**src/rtl/i2c_arbiter_pkg.sv**
```systemverilog
// Shared types and defaults for the two-port EEPROM access arbiter.
package i2c_arbiter_pkg;

  localparam int unsigned WR_WAIT_CYC_DEF = 250_000;
  localparam int unsigned TIMEOUT_CYC_DEF = 1_000_000;
  localparam int unsigned ADDR_W          = 16;
  localparam int unsigned DATA_W          = 8;
  localparam int unsigned CNT_W           = 32;

  typedef enum logic [2:0] {
    IDLE    = 3'd0,
    LAUNCH  = 3'd1,
    BUSY    = 3'd2,
    WR_WAIT = 3'd3,
    DONE    = 3'd4
  } state_t;

  typedef struct packed {
    logic              we;
    logic [ADDR_W-1:0] addr;
    logic [DATA_W-1:0] wdata;
  } req_rec_t;

endpackage

```
**src/rtl/i2c_arbiter_edge_det.sv**
```systemverilog
// Two-flop synchroniser with rising-edge detect; reset level is a parameter so an
// idle-high line does not produce a false edge out of reset.
module i2c_edge_det #(
  parameter logic RST_VAL = 1'b0
) (
  input  logic sys_clk,
  input  logic sys_rst_n,
  input  logic din,
  output logic rise_c
);

  logic [1:0] sync;
  logic       prev;

  always_ff @(posedge sys_clk or negedge sys_rst_n) begin
    if (!sys_rst_n) begin
      sync <= {2{RST_VAL}};
      prev <= RST_VAL;
    end else begin
      sync <= {sync[0], din};
      prev <= sync[1];
    end
  end

  assign rise_c = sync[1] & ~prev;

endmodule

```
**src/rtl/i2c_arbiter.sv**
```systemverilog
// Round-robin arbiter sharing one I2C EEPROM controller between two requesters,
// with write-cycle wait and transaction timeout.
module i2c_arbiter
  import i2c_arbiter_pkg::*;
#(
  parameter int unsigned WR_WAIT_CYC = WR_WAIT_CYC_DEF,
  parameter int unsigned TIMEOUT_CYC = TIMEOUT_CYC_DEF,
  parameter logic        ADDR_NUM    = 1'b1
) (
  input  logic              sys_clk,
  input  logic              sys_rst_n,
  input  logic              req0,
  input  logic              req1,
  input  logic              we0,
  input  logic              we1,
  input  logic [ADDR_W-1:0] addr0,
  input  logic [ADDR_W-1:0] addr1,
  input  logic [DATA_W-1:0] wdata0,
  input  logic [DATA_W-1:0] wdata1,
  output logic              done0,
  output logic              done1,
  output logic [DATA_W-1:0] rdata,
  output logic              err,
  input  logic              i2c_clk,
  input  logic              i2c_end,
  input  logic [DATA_W-1:0] ctl_rd_data,
  output logic              ctl_start,
  output logic              ctl_wr_en,
  output logic              ctl_rd_en,
  output logic              ctl_addr_num,
  output logic [ADDR_W-1:0] ctl_byte_addr,
  output logic [DATA_W-1:0] ctl_wr_data
);

  state_t            state, state_nxt;
  logic              clk_rise_c, end_rise_c;
  logic [CNT_W-1:0]  cnt;
  req_rec_t          gnt_q, sel_c;
  logic              gnt_port, last_port;
  logic              grant_c, pick_c, we_nxt_c, timeout_c;
  logic              start_nxt, wr_en_nxt, rd_en_nxt, done0_nxt, done1_nxt, err_nxt;

  i2c_edge_det #(.RST_VAL(1'b1)) u_clk_det (
    .sys_clk(sys_clk), .sys_rst_n(sys_rst_n), .din(i2c_clk), .rise_c(clk_rise_c)
  );

  i2c_edge_det #(.RST_VAL(1'b0)) u_end_det (
    .sys_clk(sys_clk), .sys_rst_n(sys_rst_n), .din(i2c_end), .rise_c(end_rise_c)
  );

  // On a tie the port not served last wins; otherwise the lone requester.
  assign grant_c   = (state == IDLE) && (req0 || req1);
  assign pick_c    = (req0 && req1) ? ~last_port : req1;
  assign sel_c     = pick_c ? req_rec_t'{we1, addr1, wdata1} : req_rec_t'{we0, addr0, wdata0};
  assign we_nxt_c  = grant_c ? sel_c.we : gnt_q.we;
  assign timeout_c = (state == BUSY) && !end_rise_c && (cnt == CNT_W'(TIMEOUT_CYC - 1));

  always_ff @(posedge sys_clk or negedge sys_rst_n) begin
    if (!sys_rst_n) state <= IDLE;
    else            state <= state_nxt;
  end

  always_comb begin
    state_nxt = state;
    case (state)
      IDLE:    if (req0 || req1) state_nxt = LAUNCH;
      LAUNCH:  if (clk_rise_c) state_nxt = BUSY;
      BUSY: begin
        if (end_rise_c)     state_nxt = gnt_q.we ? WR_WAIT : DONE;
        else if (timeout_c) state_nxt = DONE;
      end
      WR_WAIT: if (cnt == CNT_W'(WR_WAIT_CYC - 1)) state_nxt = DONE;
      DONE:    state_nxt = IDLE;
      default: state_nxt = IDLE;
    endcase
  end

  // Output values are decoded from the next state so the registers line up with it.
  always_comb begin
    start_nxt = 1'b0;
    wr_en_nxt = 1'b0;
    rd_en_nxt = 1'b0;
    done0_nxt = 1'b0;
    done1_nxt = 1'b0;
    err_nxt   = 1'b0;
    case (state_nxt)
      LAUNCH: begin
        start_nxt = 1'b1;
        wr_en_nxt = we_nxt_c;
        rd_en_nxt = ~we_nxt_c;
      end
      BUSY: begin
        wr_en_nxt = we_nxt_c;
        rd_en_nxt = ~we_nxt_c;
      end
      DONE: begin
        done0_nxt = ~gnt_port;
        done1_nxt = gnt_port;
        err_nxt   = timeout_c;
      end
      default: ;
    endcase
  end

  // Counter restarts on every state change and saturates instead of wrapping.
  always_ff @(posedge sys_clk or negedge sys_rst_n) begin
    if (!sys_rst_n)                cnt <= '0;
    else if (state_nxt != state)   cnt <= '0;
    else if (cnt != {CNT_W{1'b1}}) cnt <= cnt + CNT_W'(1);
  end

  always_ff @(posedge sys_clk or negedge sys_rst_n) begin
    if (!sys_rst_n) begin
      gnt_q     <= '0;
      gnt_port  <= 1'b0;
      last_port <= 1'b1;
    end else if (grant_c) begin
      gnt_q     <= sel_c;
      gnt_port  <= pick_c;
      last_port <= pick_c;
    end
  end

  always_ff @(posedge sys_clk or negedge sys_rst_n) begin
    if (!sys_rst_n) begin
      ctl_start    <= 1'b0;
      ctl_wr_en    <= 1'b0;
      ctl_rd_en    <= 1'b0;
      ctl_addr_num <= ADDR_NUM;
      done0        <= 1'b0;
      done1        <= 1'b0;
      err          <= 1'b0;
      rdata        <= '0;
    end else begin
      ctl_start    <= start_nxt;
      ctl_wr_en    <= wr_en_nxt;
      ctl_rd_en    <= rd_en_nxt;
      ctl_addr_num <= ADDR_NUM;
      done0        <= done0_nxt;
      done1        <= done1_nxt;
      err          <= err_nxt;
      if ((state == BUSY) && end_rise_c && !gnt_q.we) rdata <= ctl_rd_data;
    end
  end

  assign ctl_byte_addr = gnt_q.addr;
  assign ctl_wr_data   = gnt_q.wdata;

endmodule

```
**config.mk**
```make
export PLATFORM = sky130hd
export DESIGN_NAME = i2c_arbiter
export DESIGN_NICKNAME = d
export VERILOG_FILES = /design/src/rtl/i2c_arbiter_pkg.sv /design/src/rtl/i2c_arbiter_edge_det.sv /design/src/rtl/i2c_arbiter.sv
export SDC_FILE = /design/constraint.sdc
export NUM_CORES = 1
export LEC_CHECK = 0
export BUFFER_PORTS_ARGS = -buffer_cell sky130_fd_sc_hd__buf_2
export CAP_MARGIN = 20
export CORE_MARGIN = 3
export CORE_UTILIZATION = 47
export DETAILED_ROUTE_END_ITERATION = 8
export GPL_TIMING_DRIVEN = 0
export MAX_ROUTING_LAYER = met4
export PLACE_DENSITY_LB_ADDON = 0.2
export SYNTH_ARGS = -nofsm -noshare
export SYNTH_HDL_FRONTEND = slang
export SYNTH_SLANG_ARGS = --single-unit
export TNS_END_PERCENT = 1
```
**constraint.sdc**
```tcl
create_clock -name sys_clk -period 4.2 [get_ports sys_clk]
set_clock_uncertainty 0.1 [all_clocks]
set_input_delay 0.21 -clock sys_clk [delete_from_list [all_inputs] [get_ports sys_clk]]
set_output_delay 0.21 -clock sys_clk [all_outputs]
set_load 0.02 [all_outputs]
```
== Yosys cells after proc, flatten, opt, wreduce, memory -nomap -nowiden ==
Cells that the tools add are included.
Word-level totals
  word-level logic and storage cells: 66
  input bits: 64
  register bits after elaboration: 82
Cells by class
  $add $sub $neg: 1
  muxes and demuxes: 18
  bitwise logic cells: 7
  eq/ne operators: 10
  reduce and logical (&&, ||, !) cells: 12
Operators by type and width (count)
  32-bit 2-to-1 mux: 2
  32-bit by 1-bit adder with 32-bit output, second input constant: 1
  32-bit by 18-bit equality test with 1-bit output, second input constant: 1
  32-bit by 20-bit equality test with 1-bit output, second input constant: 1
  32-bit inequality test, second input constant: 1
  25-bit 2-to-1 mux: 1
  3-bit 2-to-1 mux: 6
  3-bit one-hot mux with 4 select lines: 1
  3-bit by 2-bit equality test with 1-bit output, second input constant: 3
  1-bit 2-to-1 mux: 8
  3-bit by 1-bit equality test with 1-bit output, second input constant: 2
  1-bit logical AND: 6
  1-bit inverter: 5
  3-bit equality test, second input constant: 1
  3-bit logical NOT: 1
  3-bit inequality test: 1
  1-bit AND: 2
  1-bit logical NOT: 2
  2-bit nonzero test: 1
  2-bit OR reduction: 1
  1-bit logical OR: 1

== Logic depth before layout (Yosys ltp) ==
Gate-level depths: netlist of run 1.
  word-level depth: 11
  depth in mapped cells: 9

== Cells and area by module ==
A second synthesis of run 1 with hierarchy kept.
Unflattened totals
  cells, all modules: 416
  area total of the unflattened synthesis: 4370.4 sq um
Modules (own cells, without submodules)
  i2c_arbiter: cells each 408, instances 1, area an instance 4189.0 sq um
  i2c_edge_det (u_clk_det): cells each 4, instances 1, area an instance 92.6 sq um
  i2c_edge_det (u_end_det): cells each 4, instances 1, area an instance 88.8 sq um

== Worst setup path before layout of run 1 ==
No wires, ideal clock.
  kind: register to register
  start point: reg cnt[0]
  end point: reg cnt[9]
  required time: 4.006 ns
  stages on the path, launching flop included: 10
  path buffers: 3
  arrival time: 2.334 ns
  setup time: 0.094 ns
  path slack: 1.672 ns
  clock period less this slack: 2.528 ns
  path through: dfrtp_1 -> ha_1 -> nand3_1 -> or4_1 -> clkbuf_1 -> nor3_1 -> buf_2 -> buf_2 -> o21ai_0 -> a211oi_1
Between the ends
  cells in the longest elaborated chain, start to end: 7
  elaborated cells between the ends (all ways): 13
Ends and longest elaborated chain
  from (decl): RTL line i2c_arbiter.sv:37  | logic [CNT_W-1:0] cnt;
  from (signal assigned): RTL line i2c_arbiter.sv:109  | else if (cnt != {CNT_W{1'b1}}) cnt <= cnt + CNT_W'(1);
  32-bit by 20-bit equality test with 1-bit output: RTL line i2c_arbiter.sv:56  | assign timeout_c = (state == BUSY) && !end_rise_c && (cnt == CNT_W'(TIMEOUT_CYC - 1));
  1-bit logical AND: RTL line i2c_arbiter.sv:56
  3-bit 2-to-1 mux: RTL line i2c_arbiter.sv:70  | else if (timeout_c) state_nxt = DONE;
  3-bit 2-to-1 mux: RTL line i2c_arbiter.sv:69  | if (end_rise_c) state_nxt = gnt_q.we ? WR_WAIT : DONE;
  3-bit one-hot mux with 4 select lines: RTL line i2c_arbiter.sv:65  | case (state)
  3-bit inequality test: RTL line i2c_arbiter.sv:108  | else if (state_nxt != state) cnt <= '0;
  32-bit 2-to-1 mux / 2-bit nonzero test (equally long branches)
Several ways; a longest one is shown, not always the timed one. The select of a mux whose other input is x is not followed.
A chain may end at the register's enable or synchronous reset.

== Final worst setup path of run 1 ==
  start point: reg cnt[0]
  end point: reg cnt[27]
The elaborated chain is that of the path after synthesis.

==> results by group, run 1 <==
Die
  – Die Width: 101.4 um
  – Initial cell density of the core: 0.4881
  – Num rows: 34
  – I/O pins: 103
  – Chip Height: 101.4 um
  – CORE AREA: 8763 um^2
  – Die area: 10,280 um^2

Logic synthesis
  – Primary FF master, synth: dfrtp_1
  – Mapped Cells: 428
  – Seq/Total Area, Yosys: 0.4808
  – Number of synthesized flops with an enable pin: 0
  – Syn Std Cell Area: 4278 um^2
  – Syn Area/Cell: 9.995 um^2
  – Mapped Nets: 493
  – Ys async rst share: 1.000
  – Count of different cell masters after synthesis: 48
  – Synth warn: 0
  – Seq cells post-synth: 82

Finish
  – Share of cells above drive strength 1: 0.3029
  – Fin util: 0.6001
  – Area Overhead vs Synth: 22.93%
  – # fillers: 764
  – Non-filler instance count after layout: 666
  – ANT cells: 0
  – Final net count: 618
  – Design area: 5259 um^2

Drt
  – Via/cell ratio: 5.517
  – Number of DRC markers in iteration 0: 171
  – Final ANT Viol Nets: 0
  – Via Count: 3,674
  – DRC violations left: 0
  – Final wirelength: 10,290 um
  – DR pass1 iterations: 4
  – Wire per inst: 15.44 um

Min path
  – Hold Crit Class: primary input to flip-flop

STA
  – RSZ-0062 raised after global routing: false
  – Worst-margin pin slew: 1091 ps
  – Fmax: 319.8 MHz
  – Pins Over Slew Limit: 0
  – Fin crit share: 0.7445
  – Hold slack: 37.57 ps
  – Fin Setup TNS: 0 ps
  – Final Hold Vio Count: 0
  – Slew headroom: 0.2664
  – Final count of negative-setup-slack endpoints: 0
  – Minimum clock period: 3127 ps

Worst setup path
  – CP Data Arrival Time: 3280 ps
  – CP max FO: 10
  – Crit path kind: flip-flop to flip-flop
  – Req. time, crit path: 4350 ps
  – Worst Setup End Kind: flip-flop
  – Critical path startpoint category: flip-flop

GRT
  – Gr ovfl total: 0
  – Initial antenna violation count: 0
  – First-pass GRT wire length: 16,780 um
  – Largest net degree at the start of global routing: 59
  – Gr usage total: 0.2118
  – Vias in the first global route: 3,485

Run status
  – Status: completed

Clock network
  – Reg clk slew, reported paths: 100 ps
  – Hold buffers post-CTS: 11
  – H-tree depth: 3
  – Post-cts gate resize count: 0
  – Root buf cell: clkbuf_8
  – CTS tree: built
  – Clock sinks: 82
  – Post-CTS Setup Bufs: 0
  – CTS Buf Count: 9
  – Worst-Skew Late Latency: 360 ps
  – CTS Buffer Depth: 2

Job
  – Max-cap viol count: 0

Power
  – P per Cell Area: 538.5 nW/um^2
  – Peak supply drop: 338.0 uV
  – Leak Pwr: 2.341 nW

Place
  – Placed instance count: 638
  – Post-placement cell area: 4949 um^2
  – Hpwl dp: 7551 um
  – Global placer's final weighted congestion: 0.9444
  – Port bufs: 101
## registers in the layout, summed over array words and instances, names as in the netlist
signal / count
cnt: 32
ctl_byte_addr: 16
ctl_wr_data: 8
rdata: 8
state: 3
u_clk_det.sync: 2
u_end_det.sync: 2
ctl_rd_en: 1
ctl_start: 1
ctl_wr_en: 1
done0: 1
done1: 1
err: 1
gnt_port: 1
gnt_q: 1
last_port: 1
u_clk_det.prev: 1
u_end_det.prev: 1
## layout by cell type, fill, tap and decap left out, drive strengths merged, types with 12 or more instances in the layout
cell type / n
nor3: 23
mux2i: 27
or3: 12
clkbuf: 27
nand2: 41
buf: 133
a211oi: 18
dfrtp: 78
inv: 12
o21ai: 38
dlygate4sd3: 12
nand3: 13
or4: 12
nand4: 13
## worst max-delay path, stage by stage (launching register included)
cell and delay (ps):
dfrtp_1 420, ha_1 190, nand3_1 280, or4_1 610, clkbuf_1 220, nor3_1 320
clkbuf_1 450, o31ai_1 170, a211oi_1 270
## metrics by stage
stage	power [mW]	setup WS [ps]
after floorplan	1.924	1672
after global routing	3.037	819.7
after global placement	2.252	1189
final	2.832	1073
after CTS	2.863	1121
after detailed placement	2.292	1141
## worst paths after layout
check | startpoint | end | slack, ps | cells past startpoint
max | cnt[0]$_DFFE_PN0P_ | cnt[27]$_DFFE_PN0P_ | 1070 | 8
min | addr0[13] | ctl_byte_addr[13]$_DFFE_PN0P_ | 40 | 3
max reg2reg | cnt[0]$_DFFE_PN0P_ | cnt[27]$_DFFE_PN0P_ | 1070 | 8
min reg2reg | u_end_det.sync[0]$_DFF_PN0_ | u_end_det.sync[1]$_DFF_PN0_ | 260 | 0
max in group asynchronous | sys_rst_n | u_clk_det.prev$_DFF_PN1_ | 3170 | 3
min in group asynchronous | sys_rst_n | ctl_wr_data[3]$_DFFE_PN0P_ | 200 | 2
## Yosys cell counts (all sizes together) (12+ instances only)
cell,count,area [um^2]
nand2,41,153.9
or3,12,76.33
mux2i,27,270.3
buf,31,214.0
a211oi,18,135.1
or4,12,93.84
dfrtp,78,1952
o21ai,38,190.2
nor3,23,115.1
clkbuf,18,67.56
nand4,13,96.34
nand3,13,65.06
## logic make-up after synthesis
kind of cell	Yosys count	share of synthesized area
other	1	0.0008766
AOI/OAI and AO/OA	80	0.1196
buffers and inverters	56	0.07195
DFF	82	0.4808
xor gates and xnor gates	13	0.02662
muxes	37	0.08950
and+or+nand+nor	158	0.2077
adders and majority gates	1	0.002924
## power by group
part | internal [mW] | switching [mW]
clock | 0.231 | 0.323
sequential | 0.998 | 0.113
combinational | 0.476 | 0.691
## routing by layer
metal / share of wire / wire, um / vias to the layer above / global-route usage
met4: 0.0034 / 35 / 0 / 0.04294
li1: - / - / 1804 / -
met3: 0.045 / 458 / 4 / 0.05096
met5: 0 / 0 / - / -
met1: 0.45 / 4626 / 1772 / 0.2855
met2: 0.50 / 5165 / 94 / 0.3280
## layout make-up
class                           instances  area, um^2  area share
Clock inverter                          7       66.31     0.01261
Sequential cell                        82        2057      0.3911
Inverter                                7       26.28    0.004996
Buffer                                 49       281.5     0.05353
Clock buffer                            9       123.9     0.02355
Timing Repair Buffer                  114       655.6      0.1247
Multi-Input combinational cell        290        1913      0.3638
Tap cell                              108       135.1     0.02570
Power figures use the tool's default switching activity.
==> inputs of run 2 (changes only) <==
clock period = 2.5 ns   (was 4.2 ns; I/O delays follow)
==> run 2 against run 1 <==
Net effect: critical path depth is 2 lower; cell count is 9.8% higher; sequential share of layout area shrank 4.6 points; via count is 11% higher; sequential power is 70% higher; non-clock buffer count up 64; worst setup slack worse by 1000 ps; global-route usage up 3.9 points; maximum frequency rose by 27%.
==> results by group, run 2 (synthesis gave the netlist of run 1 again) <==
Place
  – Hpwl dp: 7551 um
  – Global placer's final weighted congestion: 0.9444
  – Post-placement cell area: 4949 um^2
  – Placed instance count: 638
  – Setup WS pre-CTS: -559.5 ps
  – Port bufs: 101

Drt
  – Final ANT Viol Nets: 0
  – Via/cell ratio: 5.595
  – DRC violations left: 0
  – DR pass1 iterations: 4
  – Final wirelength: 12,180 um
  – Number of DRC markers in iteration 0: 313
  – Via Count: 4,090
  – Wire per inst: 16.66 um

Clock network
  – Clock sinks: 82
  – H-tree depth: 3
  – CTS Buffer Depth: 2
  – Root buf cell: clkbuf_8
  – CTS Buf Count: 9
  – CTS tree: built
  – Worst-Skew Late Latency: 360 ps
  – Reg clk slew, reported paths: 90 ps

GRT
  – Initial antenna violation count: 0
  – Largest net degree at the start of global routing: 59
  – Gr usage total: 0.2509
  – Gr ovfl total: 0
  – First-pass GRT wire length: 19,720 um
  – Vias in the first global route: 4,126

STA
  – Setup ws final: 44.46 ps
  – Final Hold Vio Count: 0
  – Fin crit share: 0.9822
  – Worst-margin pin slew: 754.6 ps
  – RSZ-0062 raised after global routing: true
  – Minimum clock period: 2456 ps
  – Fmax: 407.2 MHz
  – Final count of negative-setup-slack endpoints: 0
  – Pins Over Slew Limit: 0
  – Slew headroom: 0.4969

Min path
  – Hold Crit Class: primary input to flip-flop
  – Worst Hold Launch: we0

Die
  – Die Width: 101.4 um
  – Die area: 10,280 um^2
  – I/O pins: 103
  – Chip Height: 101.4 um
  – CORE AREA: 8763 um^2
  – Num rows: 34
  – Initial cell density of the core: 0.4881

Finish
  – Commonest non-fill, non-tap cell in the layout: buf_2
  – Share of cells above drive strength 1: 0.3617
  – Sequential cell area: 2076 um^2
  – # fillers: 661
  – Final net count: 682
  – Most frequent cells in the layout: 102 x buf_2, 63 x dfrtp_1, 59 x dlygate4sd3_1
  – Design area: 6008 um^2
  – Biggest register: cnt
  – Max reg flops: 32
  – Area Overhead vs Synth: 40.45%
  – Non-filler instance count after layout: 731
  – Area of the multi-input gates: 2013 um^2
  – Fin util: 0.6856

Run status
  – Status: completed

Worst setup path
  – Worst path max stage delay: 580 ps
  – Family with the most delay on the worst path: simple AND/OR/NAND/NOR gates
  – CP max FO: 10
  – CP Cell Sequence: ha_4 -> nand3_4 -> or4_4 -> or3_4 -> or3_1 -> a211oi_1
  – Critical path startpoint category: flip-flop
  – Buf+Inv Stages, Crit Path: 0
  – Slowest CP cell: or4_4
  – Req. time, crit path: 2670 ps
  – Crit path kind: flip-flop to flip-flop
  – CP Data Arrival Time: 2620 ps
  – Crit path from: cnt[0]$_DFFE_PN0P_
  – Worst Setup End Kind: flip-flop
  – Worst reg2reg startpoint: cnt[0]$_DFFE_PN0P_

Power
  – Peak supply drop: 621.7 uV
  – Leak Pwr: 2.666 nW
  – P per Cell Area: 824.2 nW/um^2

Job
  – Max-cap viol count: 0
## run 2: timing repair
item | in CTS | in global routing
resized for setup | 29 | 19
hold endpoints to repair | 112 | 0
pin swaps | 4 | 8
buffers inserted | 5 | 13
endpoints found under the setup margin | 33 | 32
hold buffers | 59 | 0
cloned | 0 | 0
## run 2: final cells by class
class / count / share of cell area
clock buffer: 9 / 0.02062
timing repair buffer: 180 / 0.2112
tap: 108 / 0.02249
buffer: 47 / 0.04935
antenna: 1 / 0.0004165
clock inverter: 7 / 0.01104
inverter: 7 / 0.004373
sequential: 82 / 0.3455
multi-input combinational: 290 / 0.3351
## run 2: path summary, 6_finish.rpt
| check | cells after the start | endpoint | slack, ps |
|---|---|---|---|
| setup reg to reg | 6 | cnt[28]$_DFFE_PN0P_ | 40 |
| min in group asynchronous | 2 | ctl_wr_data[3]$_DFFE_PN0P_ | 110 |
| max in group asynchronous | 3 | u_clk_det.prev$_DFF_PN1_ | 1560 |
| setup / recovery | 6 | cnt[28]$_DFFE_PN0P_ | 40 |
| hold reg to reg | 0 | u_end_det.sync[1]$_DFF_PN0_ | 260 |
| hold / removal | 5 | gnt_q[24]$_DFFE_PN0P_ | 70 |
## run 2: worst reg2reg max path, cell delays in order, from the launching register on
cell and delay (ps):
dfrtp_2 430, ha_4 160, nand3_4 120, or4_4 590
or3_4 410, or3_1 310, a211oi_1 240
## run 2: stage by stage
step	hold WS, ps	TNS [ps]	power [mW]
6_report	72.51	0	4.952
5_1_grt	126.5	-106.7	5.278
4_1_cts	58.33	-21.67	4.911
3_5_place_dp	-42.67	-12830	3.850
3_3_place_gp	133.1	-11580	3.784
2_1_floorplan	-270.6	-169.9	3.232
## run 2: per-layer routing
layer	part of all wire	global-route usage	wire length, um	up-vias
met4	0.028	0.1022	340	0
met1	0.41	0.3097	4950	1975
met3	0.051	0.05647	623	36
li1	-	-	-	1931
met5	0	-	0	-
met2	0.51	0.3989	6263	148
## run 2: power breakdown
part	switching, mW	leakage [nW]	internal (mW)
registers	0.207	1.04	1.68
clock network	0.546	0.0922	0.388
logic	1.23	1.54	0.899
total	1.98	2.67	2.97
